$ cat config.mk
export PLATFORM = sky130hd
export DESIGN_NAME = ha_array_reduce_pipe_8x8
export DESIGN_NICKNAME = d
export VERILOG_FILES = /design/src/rtl/ha_array_reduce_pipe_8x8.sv
export SDC_FILE = /design/constraint.sdc
export NUM_CORES = 1
export LEC_CHECK = 0
export BUFFER_PORTS_ARGS = -buffer_cell sky130_fd_sc_hd__buf_4
export CAP_MARGIN = 20
export CORE_MARGIN = 2
export CORE_UTILIZATION = 45
export DETAILED_ROUTE_END_ITERATION = 7
export PLACE_DENSITY_LB_ADDON = 0.3
export REMOVE_ABC_BUFFERS = 1
export SETUP_SLACK_MARGIN = 0.15
export SYNTH_ARGS = -nofsm -noshare
export SYNTH_HDL_FRONTEND = slang
export SYNTH_SLANG_ARGS = --single-unit
$ cat constraint.sdc
create_clock -name clk -period 3 [get_ports clk]
set_input_delay 0.15 -clock clk [delete_from_list [all_inputs] [get_ports clk]]
set_output_delay 0.15 -clock clk [all_outputs]
set_load 0.02 [all_outputs]
$ cat src/rtl/ha_array_reduce_pipe_8x8.sv
// Reduces four weighted ha_array groups to a saturated 16-bit product through a
// 2-stage valid/ready pipeline, with a saturating accumulator and product counter.
module ha_array_reduce_pipe_8x8 #(
  parameter int unsigned ACC_W = 24,
  parameter int unsigned CNT_W = 8
) (
  input  logic             clk,
  input  logic             rst,
  input  logic             in_valid,
  output logic             in_ready,
  input  logic [6:0]       ha_array_0_b,
  input  logic [8:0]       ha_array_0_t,
  input  logic [6:0]       ha_array_1_b,
  input  logic [8:0]       ha_array_1_t,
  input  logic [6:0]       ha_array_2_b,
  input  logic [8:0]       ha_array_2_t,
  input  logic [6:0]       ha_array_3_b,
  input  logic [8:0]       ha_array_3_t,
  input  logic             acc_clr,
  output logic             out_valid,
  input  logic             out_ready,
  output logic [15:0]      prod,
  output logic             ovf,
  output logic [ACC_W-1:0] acc,
  output logic             acc_ovf,
  output logic [CNT_W-1:0] cnt
);

  function automatic logic [9:0] grp(input logic [6:0] b, input logic [8:0] t);
    return {1'b0, t} + {1'b0, b, 2'b0};
  endfunction

  logic        s1_v, s2_v, s1_en, s2_en, hs;
  logic [12:0] s1_lo, lo_next;
  logic [16:0] s1_hi, hi_next, sum;
  logic [9:0]  g0, g1, g2, g3;

  assign g0 = grp(ha_array_0_b, ha_array_0_t);
  assign g1 = grp(ha_array_1_b, ha_array_1_t);
  assign g2 = grp(ha_array_2_b, ha_array_2_t);
  assign g3 = grp(ha_array_3_b, ha_array_3_t);

  assign lo_next = {3'b0, g0} + {1'b0, g1, 2'b0};
  assign hi_next = {3'b0, g2, 4'b0} + {1'b0, g3, 6'b0};
  assign sum     = {4'b0, s1_lo} + s1_hi;

  assign s2_en     = !s2_v || out_ready;
  assign s1_en     = !s1_v || s2_en;
  assign in_ready  = s1_en;
  assign out_valid = s2_v;
  assign hs        = s2_v && out_ready;

  always_ff @(posedge clk or posedge rst) begin
    if (rst) begin
      s1_v  <= 1'b0;
      s1_lo <= '0;
      s1_hi <= '0;
      s2_v  <= 1'b0;
      prod  <= '0;
      ovf   <= 1'b0;
    end else begin
      if (s1_en) begin
        s1_v <= in_valid;
        if (in_valid) begin
          s1_lo <= lo_next;
          s1_hi <= hi_next;
        end
      end
      if (s2_en) begin
        s2_v <= s1_v;
        if (s1_v) begin
          prod <= sum[16] ? 16'hFFFF : sum[15:0];
          ovf  <= sum[16];
        end
      end
    end
  end

  // Clear is applied to the base value first, so clear+handshake yields acc=prod, cnt=1.
  logic [ACC_W-1:0] acc_base, acc_next;
  logic [ACC_W:0]   acc_sum;
  logic [CNT_W-1:0] cnt_base, cnt_next;
  logic             acc_ovf_next;

  always_comb begin
    acc_base     = acc_clr ? '0 : acc;
    cnt_base     = acc_clr ? '0 : cnt;
    acc_ovf_next = acc_clr ? 1'b0 : acc_ovf;
    acc_sum      = {1'b0, acc_base} + {{(ACC_W + 1 - 16){1'b0}}, prod};
    acc_next     = acc_base;
    cnt_next     = cnt_base;
    if (hs) begin
      if (acc_sum[ACC_W]) begin
        acc_next     = '1;
        acc_ovf_next = 1'b1;
      end else begin
        acc_next = acc_sum[ACC_W-1:0];
      end
      if (cnt_base != '1) cnt_next = cnt_base + 1'b1;
    end
  end

  always_ff @(posedge clk or posedge rst) begin
    if (rst) begin
      acc     <= '0;
      acc_ovf <= 1'b0;
      cnt     <= '0;
    end else begin
      acc     <= acc_next;
      acc_ovf <= acc_ovf_next;
      cnt     <= cnt_next;
    end
  end

endmodule

* After elaboration in Yosys (flattened, before gate mapping)
Index checks and enable logic that the tools add are counted.
Storage, ports and cells: register bits 82, latch bits 0, memory bits (writable) 0, memory bits (read-only) 0, bits of input ports 69, word-level logic and storage cells 36, memories kept 0
Operators by class: add/sub/neg operators 9, multipliers 0, div/mod/pow operators 0, order comparisons 0, equal/unequal tests 1, shift operators 0, multiplexer cells 10, bitwise logic cells 0, reduce and logical (&&, ||, !) cells 7
Operator list (number):
- 24-bit 2-to-1 mux | 3
- 9-bit by 9-bit adder with 10-bit output | 4
- 24-bit by 16-bit adder with 25-bit output | 1
- 8-bit 2-to-1 mux | 3
- 13-bit by 17-bit adder with 17-bit output | 1
- 14-bit by 16-bit adder with 17-bit output | 1
- 16-bit 2-to-1 mux | 1
- 10-bit by 12-bit adder with 13-bit output | 1
- 8-bit by 1-bit adder with 8-bit output, second input constant | 1
- 8-bit inequality test, second input constant | 1
- 2-bit AND reduction | 2
- 1-bit 2-to-1 mux | 3
- 1-bit zero test | 2
- 1-bit logical OR | 2
- 1-bit logical AND | 1

* Depth between registers and ports, before layout
depth in word-level cells 4, gate-level depth with buffers 14, mapped depth without buffers 14

* Least setup slack after synthesis
No wires, ideal clock.
path kind reg2reg, from register acc[0], to register acc[12], arrival 2.632 ns, required time 2.859 ns, path slack 0.227 ns, cell stages (with the launch flop) 12, buffers on the path 2, cell sequence dfrtp_1 > nor2b_1 > ha_1 > fa_1 > a21o_1 > a221oi_2 > o21bai_2 > a311o_1 > buf_6 > nand3_4 > buf_6 > a31oi_1
Between the ends: word-level cells in the longest chain between the ends 4
Ends and longest elaborated chain:
- from (decl) | line 24 | output logic [ACC_W-1:0] acc,
- from (signal assigned) | line 109 | acc <= acc_next;
- 24-bit 2-to-1 mux | line 86 | acc_base = acc_clr ? '0 : acc;
- 24-bit by 16-bit adder with 25-bit output | line 89 | acc_sum = {1'b0, acc_base} + {{(ACC_W + 1 - 16){1'b0}}, prod};
- 24-bit 2-to-1 mux | line 93 | if (acc_sum[ACC_W]) begin
- 24-bit 2-to-1 mux | line 92 | if (hs) begin
- net acc_next[12] | line 80 | logic [ACC_W-1:0] acc_base, acc_next;
The timed path passes the listed nets, and every way through them passes these cells. A chain may end at the register's enable or synchronous reset.

* Worst setup path after layout
from register acc[0], to register acc[14]
The elaborated chain is that of the path after synthesis.

==> results.yml <==
yosys:
  yosysSeqAreaShare: 0.319
  yosys.area.top_type_share: 0.319
  synth_edf_count: 0
  async_flop_share: 1.00
  synth_seq_cells: 78
  synth_top_cell_by_area: "dfrtp_1"
  synth.cell_area_um2: 6110
  synth_flop_cell: "dfrtp_1"
  yosys_warnings: 0
  synth.most_common_cell: "dfrtp_1"
  synth_common_cells: "dfrtp_1 (78), ha_1 (62), nor2_1 (57)"
  synth_cells: 674
  syn_area_per_cell_um2: 9.07
  ys_top_cells_by_area: "dfrtp_1 (32%), ha_1 (13%), fa_1 (4.6%)"
  synthDistinctLibCells: 63
floorplanning:
  row_count: 42
  ios: 121
  initial_core_util: 0.462
  die_w_um: 121
  coreArea_um2: 13200
  chipHeight_um: 121
  die_area_um2: 14500
grt:
  globalRoute.busiestLayer: "met2"
  globalRouteOverflowTotal: 0
  grt_pass1_wl_mm: 23.6
  grt_max_degree: 46
  use_met3: 0.0302
  grt_pass1_vias: 5251
  antenna_found_initial: 0
  grt_use_met2: 0.356
  use_met1: 0.242
  grt_usage: 0.197
pwr:
  p_seq_frac: 0.262
  p_sw_frac: 0.421
  p_int_mw: 3.67
  p_per_area_nw_per_um2: 836
  p_sw_mw: 2.66
  p_comb_frac: 0.568
  power_frac_clock: 0.170
  leakagePower_nw: 3.56
  ir_worst_vdd_v: 0.000449
  total_power_mw: 6.33
final_layout:
  seq_area_um2: 1950
  drive_above_1_share: 0.214
  fin_nets: 945
  antennaDiodeCount: 0
  multi_input_area_um2: 3940
  fillers: 1208
  syn_to_final_growth_pct: 23.8
  stdcell_count: 980
sta:
  period_share: 0.911
  maxSlewViolCount: 0
  fmax_mhz: 366
  setup_tns_ps: 0
  fin_hold_ws_ps: 11.4
  rsz0062_at_grt: "no"
  relSlewSlack: 0.597
  fin_worst_skew_ps: 6.59
  max_slew.worst_pin.slew_ps: 600
  setup_violations: 0
  period_needed_ps: 2730
  finalHoldViolCount: 0
min_path:
  whs_endpoint: "s1_v$_DFFE_PP0N_"
  min_from: "in_valid"
  holdPathStages: 2
  hold_path_class: "in2reg"
routing:
  drt_iter0_markers: 276
  post_drt_via_cell_ratio: 5.45
  wl_per_cell_um: 14.3
  drt_first_pass_iters: 5
  vias: 5344
  drt-total-wl_mm: 14.0
  drc: 0
  antenna_left: 0
clock_tree:
  cts_sinks: 78
  clockBufferDepth: 2
  numCtsBuffers: 9
  htreeDepth: 3
  cts-root-buf: "clkbuf_16"
  path_clk_slew_ps: 60
  cts_tree: "built"
  clkLatencyLatePin_ps: 340
setup_path:
  rr_endpoint: "acc[14]$_DFF_PP0_"
  critPathRequiredTime_ps: 3210
  arrival_ps: 2940
  cp_max_fo: 7
  crit_path_end_kind: "flop"
  r2r-start: "acc[0]$_DFF_PP0_"
  setup.worst_path.start_class: "flop"
  r2r_setup_slack_ps: 270
  critPathKind: "reg2reg"
  r2r_cells: 9
placed_design:
  dp_hpwl_mm: 11.0
  io_buffers: 120
  place.gp.congestion: 0.865
  dp_cells: 962
run:
  maxCapViolations: 0
outcome:
  status: "finished, final reports clean"
-- power groups by stage --
| stage | Sequential [mW] | Clock (mW) | Combinational [mW] |
|---|---|---|---|
| 3_3_place_gp | 1.67 | 0 | 3.39 |
| 2_1_floorplan | 1.83 | 0 | 2.31 |
| 5_1_grt | 1.71 | 1.14 | 3.96 |
| 4_1_cts | 1.66 | 1.09 | 3.53 |
| 6_report | 1.66 | 1.07 | 3.59 |
| 3_5_place_dp | 1.67 | 0 | 3.48 |
-- routing by layer --
metal	wire, um	vias up
met1	6040	2497
met5	0	-
met4	193	0
li1	-	2681
met3	690	15
met2	7070	151
-- critical path: stages, from the launching register on --
cell	delay, ps
dfrtp_1	370
nor2b_1	150
ha_2	180
fa_2	360
a21o_1	200
a221oi_4	280
o21bai_2	120
a311o_2	500
a21oi_4	310
a31oi_1	130
-- flip-flops by register name (all words and copies together) (netlist names) --
signal / cells
acc: 24
prod: 16
s1_hi: 13
s1_lo: 13
cnt: 8
acc_ovf: 1
out_valid: 1
ovf: 1
s1_v: 1
-- final cells by class --
cell class	instances	area share
timing repair buffer	134	0.133
clock inverter	4	0.00628
tap	176	0.0291
multi-input combinational	534	0.520
clock buffer	11	0.0321
inverter	43	0.0215
sequential	78	0.258
-- logic make-up (layout without fill, tap and decap cells) --
| logic type | count (synthesis) | count (layout) | synth area share |
|---|---|---|---|
| simple gates | 202 | 202 | 0.161 |
| compound gates | 192 | 192 | 0.210 |
| flops | 78 | 78 | 0.319 |
| buf+inv | 62 | 192 | 0.0409 |
| fa+ha+maj | 76 | 76 | 0.173 |
| mux | 14 | 14 | 0.0248 |
| xor+xnor | 50 | 50 | 0.0716 |
-- worst max-delay path by stage --
stage | to | slack [ps] | from | cells after the start
after CTS | acc[14]$_DFF_PP0_ | 170 | acc[0]$_DFF_PP0_ | 9
final | acc[14]$_DFF_PP0_ | 270 | acc[0]$_DFF_PP0_ | 9
after floorplan | acc[14]$_DFF_PP0_ | 190 | acc[0]$_DFF_PP0_ | 9
after global routing | acc[14]$_DFF_PP0_ | 150 | acc[0]$_DFF_PP0_ | 9
after detailed placement | s1_lo[11]$_DFFE_PP0P_ | 2 | ha_array_1_b[0] | 13
after global placement | acc[14]$_DFF_PP0_ | 130 | acc[0]$_DFF_PP0_ | 9
-- repair_timing --
| action | CTS | global route |
|---|---|---|
| hold endpoints to repair | 8 | 0 |
| buffers inserted | 1 | 1 |
| gates resized for setup | 1 | 6 |
| setup endpoints to repair | 18 | 13 |
| pin swaps | 2 | 6 |
| gates cloned | 0 | 0 |
| hold buffers | 1 | 0 |
-- metrics by stage --
| step | utilization | cell area (um2) | worst slack [ps] |
|---|---|---|---|
| 2_1_floorplan | - | 6030 | 189 |
| 3_3_place_gp | 0.546 | 7230 | 129 |
| 3_5_place_dp | 0.546 | 7230 | 2.20 |
| 4_1_cts | 0.569 | 7540 | 171 |
| 5_1_grt | 0.572 | 7570 | 149 |
| 6_report | 0.572 | 7570 | 268 |
-- placed cells by master, fill, tap and decap left out, types with 5 or more instances in the layout --
cell / synthesis / final
nand3_1: 9 / 9
inv_1: 43 / 42
xnor2_1: 28 / 28
nor3_1: 13 / 13
a211oi_1: 7 / 7
xor2_1: 22 / 22
or3_1: 5 / 5
mux2i_1: 5 / 5
o21ai_0: 46 / 46
a21oi_1: 39 / 37
nor3b_1: 5 / 5
ha_1: 62 / 61
nor2b_1: 29 / 29
nand2_1: 55 / 55
mux2_2: 9 / 9
o21bai_1: 5 / 5
fa_1: 14 / 13
o22a_1: 16 / 16
buf_4: 0 / 133
o211ai_1: 7 / 7
clkbuf_16: 0 / 9
dfrtp_1: 78 / 78
a21o_1: 13 / 13
nand2b_1: 7 / 7
nand4_1: 7 / 7
o21a_1: 6 / 6
a31oi_1: 13 / 13
nor2_1: 57 / 57
No activity file was read; power rests on OpenSTA's default activity.
